--- config.mk ---
export PLATFORM = sky130hd
export DESIGN_NAME = inst_fetch
export DESIGN_NICKNAME = d
export VERILOG_FILES = /design/src/rtl/inst_fetch_pkg.sv /design/src/rtl/inst_fetch.sv
export SDC_FILE = /design/constraint.sdc
export NUM_CORES = 1
export LEC_CHECK = 0
export BUFFER_PORTS_ARGS = -buffer_cell sky130_fd_sc_hd__buf_4
export CORE_MARGIN = 5
export CORE_UTILIZATION = 40
export DETAILED_ROUTE_END_ITERATION = 16
export GPL_TIMING_DRIVEN = 1
export HOLD_SLACK_MARGIN = 0.05
export PLACE_DENSITY = 0.66
export SLEW_MARGIN = 20
export SYNTH_ARGS = -nofsm -noshare
export SYNTH_HDL_FRONTEND = slang
export SYNTH_SLANG_ARGS = --single-unit
--- constraint.sdc ---
create_clock -name clock -period 2.7 [get_ports clock]
set_input_delay 0.54 -clock clock [delete_from_list [all_inputs] [get_ports clock]]
set_output_delay 0.54 -clock clock [all_outputs]
set_load 0.01 [all_outputs]
--- src/rtl/inst_fetch_pkg.sv ---
// rtl/inst_fetch_pkg.sv - shared types and constants for the instruction fetch stage
package inst_fetch_pkg;

  localparam int INST_W     = 32;
  localparam int BYTE_W     = 8;
  localparam int INST_BYTES = INST_W / BYTE_W;

  typedef enum logic [1:0] {
    ST_IDLE  = 2'd0,
    ST_FETCH = 2'd1,
    ST_HOLD  = 2'd2
  } fetch_state_e;

endpackage

--- src/rtl/inst_fetch.sv ---
// rtl/inst_fetch.sv - IF stage: latches a PC, issues four byte reads, assembles a little-endian instruction
module inst_fetch
  import inst_fetch_pkg::*;
#(
  parameter int ADDR_W  = 32,
  parameter int MAX_OUT = 4
) (
  input  logic              clock,
  input  logic              reset,
  input  logic              pc_valid,
  input  logic [ADDR_W-1:0] pc_i,
  input  logic              br,
  input  logic              stall2,
  output logic              stall0_o,
  output logic              mem_req,
  output logic [ADDR_W-1:0] mem_addr,
  input  logic              mem_grant,
  input  logic              mem_rvalid,
  input  logic [BYTE_W-1:0] mem_rdata,
  output logic              inst_valid,
  output logic [ADDR_W-1:0] inst_pc,
  output logic [INST_W-1:0] inst_o
);

  localparam int               CNT_W     = $clog2(MAX_OUT + 1);
  localparam logic [CNT_W-1:0] NUM_BYTES = CNT_W'(INST_BYTES);
  localparam logic [CNT_W-1:0] LAST_BYTE = CNT_W'(INST_BYTES - 1);

  fetch_state_e              r_state;
  logic [ADDR_W-1:0]         r_pc;
  logic [CNT_W-1:0]          r_iss_cnt;
  logic [CNT_W-1:0]          r_rcv_cnt;
  logic [CNT_W-1:0]          r_out_cnt;
  logic [CNT_W-1:0]          r_drop_cnt;
  logic [INST_W-BYTE_W-1:0]  r_asm;

  logic w_req_raw;
  logic w_grant;
  logic w_drop;
  logic w_keep;
  logic w_done;
  logic w_accept;

  // w_req_raw ignores br so a grant the arbiter sampled in a flush cycle is still counted
  always_comb begin
    w_req_raw = (r_state == ST_FETCH) && (r_iss_cnt < NUM_BYTES);
    w_grant   = mem_grant && w_req_raw;
    w_drop    = mem_rvalid && (r_drop_cnt != '0);
    w_keep    = mem_rvalid && (r_drop_cnt == '0) && (r_state == ST_FETCH);
    w_done    = w_keep && (r_rcv_cnt == LAST_BYTE);
    w_accept  = pc_valid && !br &&
                ((r_state == ST_IDLE) ||
                 ((r_state == ST_HOLD) && !stall2) ||
                 (w_done && !stall2));
  end

  assign stall0_o = !w_accept;
  assign mem_req  = w_req_raw && !br;
  assign mem_addr = r_pc + ADDR_W'(r_iss_cnt);

  // r_out_cnt tracks only live reads; doomed ones move into r_drop_cnt on br
  always_ff @(posedge clock) begin
    if (reset) begin
      r_state    <= ST_IDLE;
      r_pc       <= '0;
      r_iss_cnt  <= '0;
      r_rcv_cnt  <= '0;
      r_out_cnt  <= '0;
      r_drop_cnt <= '0;
      r_asm      <= '0;
      inst_valid <= 1'b0;
      inst_pc    <= '0;
      inst_o     <= '0;
    end else if (br) begin
      r_state    <= ST_IDLE;
      inst_valid <= 1'b0;
      r_iss_cnt  <= '0;
      r_rcv_cnt  <= '0;
      r_out_cnt  <= '0;
      r_drop_cnt <= r_drop_cnt + r_out_cnt + CNT_W'(w_grant) - CNT_W'(mem_rvalid);
    end else begin
      if (w_drop) begin
        r_drop_cnt <= r_drop_cnt - CNT_W'(1);
      end
      r_out_cnt <= r_out_cnt + CNT_W'(w_grant) - CNT_W'(w_keep);
      if (w_grant) begin
        r_iss_cnt <= r_iss_cnt + CNT_W'(1);
      end
      // bytes shift in from the top so byte 0 lands at bit 0 after three returns
      if (w_keep) begin
        r_rcv_cnt <= r_rcv_cnt + CNT_W'(1);
        r_asm     <= {mem_rdata, r_asm[INST_W-BYTE_W-1:BYTE_W]};
      end
      if (w_done) begin
        inst_valid <= 1'b1;
        inst_pc    <= r_pc;
        inst_o     <= {mem_rdata, r_asm};
      end else if (inst_valid && !stall2) begin
        inst_valid <= 1'b0;
      end
      if (w_accept) begin
        r_state   <= ST_FETCH;
        r_pc      <= pc_i;
        r_iss_cnt <= '0;
        r_rcv_cnt <= '0;
      end else if (w_done) begin
        r_state <= stall2 ? ST_HOLD : ST_IDLE;
      end else if ((r_state == ST_HOLD) && !stall2) begin
        r_state <= ST_IDLE;
      end
    end
  end

endmodule

; ---- After elaboration in Yosys (flattened, before gate mapping)
; Index checks and enable logic that the tools add are counted.
[classes]
n_addsub = 9
multipliers = 0
div = 0
n_lt_le_gt_ge = 1
eq_ne = 3
n_shift = 0
mux = 8
bitwise = 1
reduce_logical = 29
[op_table]
columns = operator, n
row1 = 32-bit by 3-bit adder with 32-bit output, 1
row2 = 1-bit logical AND, 12
row3 = 3-bit by 1-bit adder with 3-bit output, 2
row4 = "3-bit by 1-bit adder with 3-bit output, second input constant", 2
row5 = 2-bit two-way mux, 3
row6 = 3-bit two-way mux, 2
row7 = 2-bit AND reduction, 3
row8 = 2-bit nonzero test, 3
row9 = 3-bit nonzero test, 2
row10 = 3-bit by 1-bit subtractor with 3-bit output, 2
row11 = 3-bit adder, 1
row12 = "3-bit by 2-bit equality test with 1-bit output, second input constant", 1
row13 = 1-bit zero test, 3
row14 = 3-bit zero test, 1
row15 = "3-bit < comparator, second input constant", 1
row16 = 1-bit two-way mux, 3
row17 = 3-bit OR reduction, 1
row18 = "3-bit by 1-bit subtractor with 3-bit output, second input constant", 1
row19 = "2-bit by 1-bit equality test with 1-bit output, second input constant", 1
row20 = "2-bit equality test, second input constant", 1
row21 = 2-bit zero test, 1
row22 = 1-bit logical OR, 2
row23 = 2-bit OR reduction, 1
row24 = 1-bit inverter, 1
[totals]
register_bits = 135
latch_bits = 0
ram_bits = 0
romBits = 0
input_bits = 47
output_inout_bits = 99
elab_cells = 62
mem_count = 0

; ---- Depth between registers and ports, before layout
; Gate-level depths: netlist of the first run.
[logic_depth]
word_depth = 8
depth_mapped = 11
depth_no_buf = 11

; ---- Least setup slack after synthesis of the first run
; Ideal clock, no wire load.
[synth_path]
path_kind = register to output
startpoint = reg r_iss_cnt[0]
endpoint = out mem_addr[18]
arrival_ns = 2.015
t_required_ns = 2.160
setup_slack_ns = 0.145
stages_incl_launch_ff = 9
path_buffers = 1
cell_sequence = dfxtp_1 -> ha_1 -> inv_1 -> fa_1 -> nand2b_1 -> a211o_1 -> buf_2 -> nor3_1 -> xor2_1
[synth_between]
elab_chain_cells = 1
[synth_lines]
columns = element, line_no
row1 = start: declaration, inst_fetch.sv:31  ; logic [CNT_W-1:0] r_iss_cnt;
row2 = start signal: assignment, inst_fetch.sv:87  ; r_iss_cnt <= r_iss_cnt + CNT_W'(1);
row3 = 32-bit by 3-bit adder with 32-bit output, inst_fetch.sv:59  ; assign mem_addr = r_pc + ADDR_W'(r_iss_cnt);
row4 = end: declaration, inst_fetch.sv:16  ; output logic [ADDR_W-1:0] mem_addr,
; Every way passes these cells.

; ---- Final worst setup path of the first run
[layout_path]
startpoint = reg r_pc[0]
endpoint = out mem_addr[28]
[layout_between]
elab_chain_cells = 1
[layout_lines]
columns = element, line_no
row1 = start: declaration, inst_fetch.sv:30  ; logic [ADDR_W-1:0] r_pc;
row2 = start signal: assignment, inst_fetch.sv:103  ; r_pc <= pc_i;
row3 = 32-bit by 3-bit adder with 32-bit output, inst_fetch.sv:59
; Every way passes these cells.

==> impl_metrics.json, run 1 <==
{
  "avgSynthCellArea_sq_um": 8.38,
  "finish.instance_area_sq_mm": 0.00834,
  "setup_viol": 19,
  "drive_above_1_share_pct": 30.3,
  "rsz0062_at_grt": "yes",
  "hp-class": "primary input to flip-flop",
  "cp_slowest_cell": "a211o_4",
  "syn_nets": 782,
  "p_int_mw": 3.49,
  "worstPathRequired_ns": 2.16,
  "ant_nets": 0,
  "place_area_sq_mm": 0.00742,
  "path_delay_family": "adder cells",
  "htreeDepth": 4,
  "cts_hold_buf": 0,
  "ys_seq_elements": 135,
  "drt-pass1-iter-count": 5,
  "end_kind": "primary output",
  "cts.sinks": 135,
  "hold_viol": 0,
  "cellPowerDensity_mw_per_mm2": 552,
  "status": "complete, but fails checks",
  "slowest_delay_ns": 0.42,
  "cts_made_buffers": 17,
  "relSlewSlack_pct": 68.0,
  "start_kind": "flip-flop",
  "clock-root-buffer": "clkbuf_16",
  "crit_type": "flip-flop to primary output",
  "multiInputGateArea_sq_mm": 0.00331,
  "start_util_pct": 41.2,
  "swShare_pct": 24.2,
  "vias": 5376,
  "post-route-min-period_ns": 2.93,
  "hold_ws_ns": 0.378,
  "antenna_found_initial": 0,
  "viasPerCell": 4.99,
  "grt_max_degree": 69,
  "critical_path_buf_inv_count": 2,
  "dieArea_sq_mm": 0.0176,
  "seq_power_share_pct": 45.0,
  "cap_violations": 0,
  "timing.final.crit_share_pct": 108,
  "final-seq-area_sq_mm": 0.00272,
  "routedWlPerCell_microns": 15.6,
  "dp_cells": 1033,
  "clk_path_buf_depth": 2,
  "synth_cells": 720,
  "cts.reportedPaths.clkPinSlew_ns": 0.06,
  "cts_tree": "done",
  "finalClockSkew_ns": 0.0104,
  "fin_ws_ns": -0.226,
  "grt_pass1_wl_microns": 26300,
  "grt_pass1_vias": 4902,
  "overflow": 0,
  "syn-cell-area_sq_mm": 0.00603,
  "route.detailed.drc": 0,
  "die_h_microns": 133,
  "ys_warn_count": 0,
  "drtIter0Drc": 341,
  "io_buffers": 145,
  "path_cells": "ha_4 > inv_2 > fa_2 > nand2b_4 > a211o_4 > nor3_2 > xor2_1 > buf_4",
  "pwr-share-clk_pct": 45.7,
  "seq_area_frac_synth_pct": 44.8,
  "ys_types": 46,
  "io_pins": 146,
  "path_max_fanout": 5,
  "antennaDiodeCount": 0,
  "gp_congestion": 0.822,
  "cp_data_arrival_time_ns": 2.39,
  "syn_to_final_growth_pct": 38.2,
  "power_leakage_nw": 3.44,
  "utilization_pct": 57.0,
  "pwr-share-comb_pct": 9.3,
  "worst_pin_slew_ns": 0.477,
  "fin_cells": 1078,
  "dp_hpwl_microns": 11100,
  "finalMaxSlewViolations": 0,
  "final_nets": 943,
  "p_sw_mw": 1.11,
  "violations": "setup timing",
  "track_usage_pct": 18.6,
  "fmax_mhz": 342,
  "dpl_worst_slack_ns": -0.0242,
  "clk_latency_ns": 0.42,
  "fill_cells": 1331,
  "rows": 44,
  "drt-total-wl_microns": 16800,
  "die_w_microns": 133,
  "power.ir.vdd_worst_mv": 0.414,
  "core_sq_mm": 0.0146
}
worst reg2reg max path: stages (launching register included):
cell,delay [ns]
dfxtp_1,0.31
inv_1,0.08
ha_1,0.28
inv_1,0.04
fa_1,0.37
fa_1,0.39
xor3_1,0.36
a32oi_1,0.19
xor2_1,0.17
nor2_1,0.05
cell usage after synthesis, drive strengths merged:
cell,count,share of area (%)
xor2,22,3.2
nor4,3,0.66
a21oi,97,8.0
fa,4,1.3
clkbuf,29,1.8
or4,1,0.19
nand2b,64,6.6
or3,1,0.10
nor4bb,1,0.17
a211o,2,0.29
buf,16,1.5
o21ai,2,0.17
nand3,9,0.75
nor2b,1,0.10
ha,11,2.3
nor3,19,2.4
a21boi,1,0.19
nor4b,1,0.15
xnor2,15,2.2
and4bb,1,0.21
nand4,4,0.52
and3,2,0.21
and4,3,0.44
dfxtp,135,45
a311o,1,0.17
nor3b,1,0.12
xor3,1,0.39
mux2i,32,5.3
nand2,193,12
and2,3,0.31
a32oi,1,0.15
a2111oi,1,0.15
a22oi,1,0.12
a211oi,3,0.37
or2b,2,0.25
nor2,16,1.0
inv,21,1.3
per-layer routing:
| metal | wire [microns] | track usage, % |
|---|---|---|
| met1 | 7670 | 25.2 |
| met2 | 7880 | 28.4 |
| met3 | 891 | 4.82 |
| met4 | 370 | 7.33 |
| met5 | 0 | 0 |
power groups by stage:
stage               Clock (mW)  Combinational, mW  Sequential [mW]
finish                    2.10              0.430             2.07
global route              2.25              0.469             2.08
CTS                       2.15              0.430             2.07
detailed placement           0              0.423             2.11
global placement             0              0.421             2.11
floorplan                    0              0.250             2.11
what timing repair did:
| action | 4_1_cts | 5_1_grt |
|---|---|---|
| pin swaps | 17 | 7 |
| resized for setup | 46 | 15 |
| gates cloned | 2 | 0 |
| setup buffers | 8 | 3 |
| endpoints found under the setup margin | 25 | 24 |
final timing paths:
check                start            end  cells after the start  slack [ns]
max                r_pc[0]   mem_addr[28]                      8       -0.23
min           mem_rdata[6]      r_asm[22]                      3        0.38
max reg2reg  r_drop_cnt[0]  r_drop_cnt[2]                      9        0.34
min reg2reg       r_asm[1]      inst_o[1]                      2        0.45
cells in the final DEF, fill, tap and decap left out, types with 5 or more instances in the layout:
cell type | netlist | final
clkbuf_16 | 0 | 17
buf_12 | 0 | 5
dfxtp_1 | 135 | 122
mux2i_1 | 32 | 32
nand2_1 | 193 | 193
nor3_2 | 8 | 6
nand2b_1 | 64 | 63
buf_4 | 3 | 178
xnor2_1 | 15 | 15
a21oi_1 | 97 | 96
dfxtp_2 | 0 | 13
ha_1 | 11 | 9
nand3_1 | 9 | 7
clkinvlp_4 | 0 | 5
nor3_4 | 1 | 8
nor3_1 | 10 | 5
inv_1 | 21 | 19
xor2_1 | 22 | 21
nor2_1 | 16 | 13
kinds of logic (layout without fill, tap and decap cells):
family,Yosys count,after routing,synth area share [%]
mux,32,32,5.31
xor+xnor,38,38,5.77
fa+ha+maj,15,15,3.61
compound gates,109,110,9.64
buf+inv,66,238,4.65
simple gates,325,326,26.2
flops,135,135,44.8
metrics by stage:
step                      setup TNS [ns]  total power [mW]
after floorplan                        0              2.36
after global placement                 0              2.53
after detailed placement         -0.0728              2.53
after CTS                          -2.29              4.66
after global routing               -3.93              4.80
final                              -1.90              4.61
registers in the layout, summed over array words and instances (netlist names):
signal,count
inst_pc,32
inst_o,32
r_out_cnt,3
r_pc,32
r_rcv_cnt,3
r_drop_cnt,3
r_iss_cnt,3
r_asm,24
r_state,2
inst_valid,1
cell type report:
cell class                      count  share of cell area [%]
Inverter                           21                   0.945
Timing Repair Buffer              185                    17.5
Clock inverter                     10                   0.885
Multi-Input combinational cell    521                    39.6
Clock buffer                       22                    5.69
Sequential cell                   135                    32.6
Tap cell                          184                    2.76
Power figures use the tool's default switching activity.
==> inputs of run 2 (changes only) <==
--- a/config.mk
+++ b/config.mk
@@ -8,6 +8,7 @@
 export BUFFER_PORTS_ARGS = -buffer_cell sky130_fd_sc_hd__buf_4
 export CORE_MARGIN = 5
 export CORE_UTILIZATION = 40
+export CTS_BUF_LIST = sky130_fd_sc_hd__clkbuf_2 sky130_fd_sc_hd__clkbuf_4 sky130_fd_sc_hd__clkbuf_8
 export DETAILED_ROUTE_END_ITERATION = 16
 export GPL_TIMING_DRIVEN = 1
 export HOLD_SLACK_MARGIN = 0.05
==> run 2 against run 1 <==
Effect of this change:
- the flow still finishes with violations (setup timing)
- cell area is 0.80% lower
- die area unchanged
- first-iteration DRC count grew 20%
- wire length hardly changed
- clock power fell by 28%
- largest power group is now registers
- utilization shrank 0.45 points
- worst hold slack worse by 0.034 ns
- final cell count grew 0.37%
- register-to-register slack barely moved
==> impl_metrics.json, run 2 (synthesized netlist as in run 1, its figures left out) <==
{
  "dieArea_sq_mm": 0.0176,
  "power.ir.vdd_worst_mv": 0.241,
  "path_cells": "ha_4 > inv_2 > fa_2 > nand2b_4 > buf_4 > a211o_4 > nor3_2 > xor2_1 > buf_4",
  "pwr-share-clk_pct": 37.7,
  "pwr-share-comb_pct": 10.8,
  "cts.sinks": 135,
  "relSlewSlack_pct": 67.6,
  "fin_ws_ns": -0.291,
  "start_kind": "flip-flop",
  "layout_commonest_cell": "nand2_1",
  "end_kind": "primary output",
  "post-route-min-period_ns": 2.99,
  "core_sq_mm": 0.0146,
  "start_util_pct": 41.2,
  "hp-class": "primary input to flip-flop",
  "ant_nets": 0,
  "status": "complete, but fails checks",
  "grt_pass1_wl_microns": 25900,
  "grtUsageMet3_pct": 4.56,
  "viasPerCell": 4.95,
  "power_leakage_nw": 3.45,
  "grt_max_degree": 69,
  "antennaDiodeCount": 0,
  "cp_slowest_cell": "a211o_4",
  "cp_common_cell": "buf_4",
  "worstPathRequired_ns": 2.16,
  "seq_power_share_pct": 51.5,
  "drt-total-wl_microns": 16800,
  "die_h_microns": 133,
  "rows": 44,
  "finalMaxSlewViolations": 0,
  "crit_type": "flip-flop to primary output",
  "p_sw_mw": 1.04,
  "gp_congestion": 0.822,
  "violations": "setup timing",
  "cts.reportedPaths.clkPinSlew_ns": 0.08,
  "clk_latency_ns": 0.45,
  "routedWlPerCell_microns": 15.5,
  "rrSetupSlack_ns": 0.33,
  "htreeDepth": 4,
  "slowest_delay_ns": 0.39,
  "hold_ws_ns": 0.344,
  "hold_viol": 0,
  "use_met2_pct": 28.1,
  "io_buffers": 145,
  "clk_path_buf_depth": 2,
  "vias": 5357,
  "cellPowerDensity_mw_per_mm2": 486,
  "utilization_pct": 56.5,
  "swShare_pct": 26.0,
  "io_pins": 146,
  "reg.largest.list": "inst_o (32), inst_pc (32), r_pc (32)",
  "overflow": 0,
  "cts_tree": "done",
  "cp_data_arrival_time_ns": 2.45,
  "drt-pass1-iter-count": 5,
  "drive_above_1_share_pct": 31.1,
  "cts_made_buffers": 17,
  "path_max_fanout": 4,
  "p_int_mw": 2.98,
  "antenna_found_initial": 0,
  "rsz0062_at_grt": "yes",
  "use_met1_pct": 24.9,
  "track_usage_pct": 18.4,
  "syn_to_final_growth_pct": 37.1,
  "setup_viol": 20,
  "die_w_microns": 133,
  "finalClockSkew_ns": 0.0153,
  "clock-root-buffer": "clkbuf_8",
  "total_power_mw": 4.02,
  "final_cell_mix": "nand2_1, buf_4, dfxtp_1",
  "fmax_mhz": 334,
  "final_nets": 947,
  "busiest_layer": "met2",
  "critical_path_buf_inv_count": 3,
  "fill_cells": 1340,
  "grt_pass1_vias": 4899,
  "route.detailed.drc": 0,
  "drtIter0Drc": 410,
  "cap_violations": 0,
  "worst_pin_slew_ns": 0.485,
  "dp_hpwl_microns": 11100,
  "cts_hold_buf": 0,
  "timing.final.crit_share_pct": 111,
  "path_delay_family": "adder cells"
}
-- run 2: cell count changes in the layout (fill, tap and decap cells not counted), moves of 2 or more --
| cell | before | now |
|---|---|---|
| clkbuf_4 | 0 | 2 |
| nor3_4 | 8 | 12 |
| clkbuf_16 | 17 | 0 |
| dfxtp_4 | 0 | 2 |
| nor3_2 | 6 | 2 |
| nand2_1 | 193 | 191 |
| clkbuf_8 | 3 | 20 |
| dfxtp_1 | 122 | 125 |
| nand2_2 | 0 | 2 |
| clkbuf_1 | 2 | 0 |
| buf_6 | 2 | 5 |
| dfxtp_2 | 13 | 8 |
-- run 2: worst paths after layout --
kind	from	endpoint	depth (start not counted)
min	mem_rdata[4]	r_asm[20]	3
min reg2reg	inst_o[8]	inst_o[8]	2
max reg2reg	r_drop_cnt[0]	r_out_cnt[2]	11
max	r_pc[0]	mem_addr[22]	9
-- run 2: per-stage QoR --
stage               worst slack [ns]  instances  area, sq um  TNS (ns)
finish                        -0.291       1082         8270     -2.71
global placement              0.0368       1033         7420         0
floorplan                      0.145        720         6030         0
detailed placement           -0.0242       1033         7420   -0.0728
CTS                           -0.272       1073         8050     -3.39
global route                  -0.371       1082         8270     -4.90
-- run 2: layout make-up --
type	instances	area (sq um)	area share, %
Clock inverter	10	73.8	0.892
Multi-Input combinational cell	521	3380	40.9
Clock buffer	22	290	3.51
Tap cell	184	230	2.78
Timing Repair Buffer	189	1500	18.1
Inverter	21	78.8	0.953
Sequential cell	135	2720	32.9
-- run 2: per-layer routing --
layer | part of all wire, % | routed length (microns)
met5 | 0 | 0
met4 | 2.3 | 383
met3 | 4.9 | 819
met2 | 47 | 7900
met1 | 46 | 7720
-- run 2: what timing repair did --
item | in CTS | in global routing
pin swaps | 17 | 22
setup buffers | 6 | 9
resized for setup | 39 | 35
setup endpoints to repair | 26 | 24
cloned | 2 | 0
endpoints found under the hold margin | 0 | 0
-- run 2: worst reg2reg max path, stage by stage (launching register included) --
cell and delay (ns):
dfxtp_1 0.31, inv_1 0.12, ha_1 0.18, and4bb_2 0.34
nand2_1 0.15, xnor2_1 0.18, ha_1 0.16, inv_1 0.05
fa_1 0.37, xor2_1 0.19, xnor2_1 0.15, nor3_1 0.06
-- run 2: power groups by stage --
stage	logic (mW)	clock network [mW]	registers, mW
after floorplan	0.250	0	2.11
after global placement	0.421	0	2.11
after detailed placement	0.423	0	2.11
after CTS	0.429	1.57	2.07
after global routing	0.474	1.65	2.08
final	0.434	1.51	2.07
==> inputs of run 3 (changes only) <==
--- a/config.mk
+++ b/config.mk
@@ -5,14 +5,14 @@
 export SDC_FILE = /design/constraint.sdc
 export NUM_CORES = 1
 export LEC_CHECK = 0
-export BUFFER_PORTS_ARGS = -buffer_cell sky130_fd_sc_hd__buf_4
 export CORE_MARGIN = 5
 export CORE_UTILIZATION = 40
 export CTS_BUF_LIST = sky130_fd_sc_hd__clkbuf_2 sky130_fd_sc_hd__clkbuf_4 sky130_fd_sc_hd__clkbuf_8
 export DETAILED_ROUTE_END_ITERATION = 16
+export DONT_BUFFER_PORTS = 1
 export GPL_TIMING_DRIVEN = 1
 export HOLD_SLACK_MARGIN = 0.05
-export PLACE_DENSITY = 0.66
+export PLACE_DENSITY = 0.57
 export SLEW_MARGIN = 20
 export SYNTH_ARGS = -nofsm -noshare
 export SYNTH_HDL_FRONTEND = slang
==> run 3 against run 2 <==
Effect of this change:
- the flow still finishes with violations (setup timing)
- first-iteration DRC count decreased by 23%
- power rose by 6.3%
- critical path depth decreased by 1
- setup slack better by 0.080 ns
- via count down 11%
==> impl_metrics.json, run 3 (synthesized netlist as in run 1, its figures left out) <==
{
  "r2r_start": "r_state[0]",
  "overflow": 0,
  "final_nets": 798,
  "hp-class": "primary input to flip-flop",
  "dieArea_sq_mm": 0.0176,
  "r2r_cells": 8,
  "rsz0062_at_grt": "yes",
  "layout_commonest_cell": "nand2_1",
  "hold_viol": 0,
  "cts_hold_buf": 0,
  "cts.reportedPaths.clkPinSlew_ns": 0.08,
  "relSlewSlack_pct": 56.2,
  "holdCritStartpoint": "br",
  "cp_data_arrival_time_ns": 2.37,
  "crit_type": "flip-flop to primary output",
  "io_pins": 146,
  "antenna_found_initial": 0,
  "status": "complete, but fails checks",
  "htreeDepth": 4,
  "cap_violations": 0,
  "drt-total-wl_microns": 16000,
  "grt_max_degree": 161,
  "grt_pass1_vias": 4699,
  "syn_to_final_growth_pct": 22.6,
  "routedWlPerCell_microns": 17.1,
  "cellPowerDensity_mw_per_mm2": 578,
  "fin_ws_ns": -0.210,
  "cts_tree": "done",
  "power.ir.vdd_worst_mv": 0.274,
  "cts_made_buffers": 17,
  "vias": 4789,
  "cts.sinks": 135,
  "final_cell_mix": "nand2_1, dfxtp_1, a21oi_1",
  "drtIter0Drc": 315,
  "end_kind": "primary output",
  "dp_hpwl_microns": 10300,
  "clk_path_buf_depth": 2,
  "finish.instance_area_sq_mm": 0.00740,
  "ant_nets": 0,
  "drt-pass1-iter-count": 4,
  "grt_pass1_wl_microns": 25100,
  "clock-root-buffer": "clkbuf_8",
  "route.detailed.drc": 0,
  "antennaDiodeCount": 0,
  "viasPerCell": 5.14,
  "finalClockSkew_ns": 0.0132,
  "gp_congestion": 0.853,
  "setup_tns_ns": -1.97,
  "worstHoldEndpoint": "inst_valid",
  "path_max_fanout": 5,
  "finalMaxSlewViolations": 0,
  "post-route-min-period_ns": 2.91,
  "fmax_mhz": 344,
  "timing.final.crit_share_pct": 108,
  "start_kind": "flip-flop",
  "die_w_microns": 133,
  "clk_latency_ns": 0.45,
  "io_buffers": 0,
  "start_util_pct": 41.2,
  "die_h_microns": 133,
  "rows": 44,
  "core_sq_mm": 0.0146,
  "timing.rr.end": "r_drop_cnt[2]",
  "power_leakage_nw": 2.74,
  "min_delay_path_depth": 1,
  "setup_viol": 14,
  "dpl_worst_slack_ns": -0.0623,
  "rrSetupSlack_ns": 0.31,
  "drive_above_1_share_pct": 20.5,
  "reg.largest.list": "inst_o (32), inst_pc (32), r_pc (32)",
  "worstPathRequired_ns": 2.16,
  "hold_ws_ns": 0.149,
  "violations": "setup timing",
  "place_area_sq_mm": 0.00625,
  "track_usage_pct": 17.7,
  "worst_pin_slew_ns": 0.647
}
[run 3: timing repair]
item	4_1_cts	5_1_grt
cloned	1	0
pin swaps	23	22
setup endpoints to repair	25	23
setup buffers	13	4
gates resized for setup	69	37
[run 3: critical path, stage by stage (launching register included)]
cell and delay (ns):
dfxtp_2 0.36, ha_4 0.14, inv_2 0.03, fa_2 0.33, nand2b_4 0.17, a211o_4 0.40, nor3_2 0.15, xor2_1 0.18
buf_4 0.15
[run 3: area by class of cell]
class / instances / area [sq um]
fillers: 1377 / 7250
clock buffers: 21 / 283
flip-flops and latches: 135 / 2740
repair buffers: 41 / 355
clock inverters: 10 / 168
well taps: 184 / 230
inverters: 21 / 78.8
multi-input cells: 520 / 3540
[run 3: layer usage]
| metal | share of wire [%] | GRT usage, % |
|---|---|---|
| met5 | 0 | 0 |
| met4 | 1.7 | 6.06 |
| met3 | 7.1 | 7.33 |
| met2 | 48 | 28.7 |
| met1 | 43 | 21.2 |
[run 3: per-stage QoR]
| step | std cells | util, % | power, mW |
|---|---|---|---|
| 6_report | 932 | 50.5 | 4.27 |
| 5_1_grt | 932 | 50.5 | 4.45 |
| 4_1_cts | 929 | 49.1 | 4.32 |
| 3_5_place_dp | 884 | 42.7 | 2.40 |
| 3_3_place_gp | 884 | 42.7 | 2.38 |
| 2_1_floorplan | 720 | - | 2.36 |
[run 3: how the worst max path moves through the flow]
| stage | cells past startpoint | startpoint | slack [ns] | to |
|---|---|---|---|---|
| floorplan | 8 | r_iss_cnt[0] | 0.15 | mem_addr[18] |
| global placement | 7 | r_pc[0] | -0.01 | mem_addr[24] |
| detailed placement | 7 | r_pc[0] | -0.06 | mem_addr[18] |
| CTS | 7 | r_pc[0] | -0.24 | mem_addr[22] |
| global route | 7 | r_pc[0] | -0.31 | mem_addr[22] |
| finish | 8 | r_pc[0] | -0.21 | mem_addr[28] |
[run 3: power breakdown]
part	total [mW]	switching [mW]	internal (mW)
clock network	1.89	0.799	1.09
registers	2.08	0.0468	2.03
logic	0.305	0.157	0.148
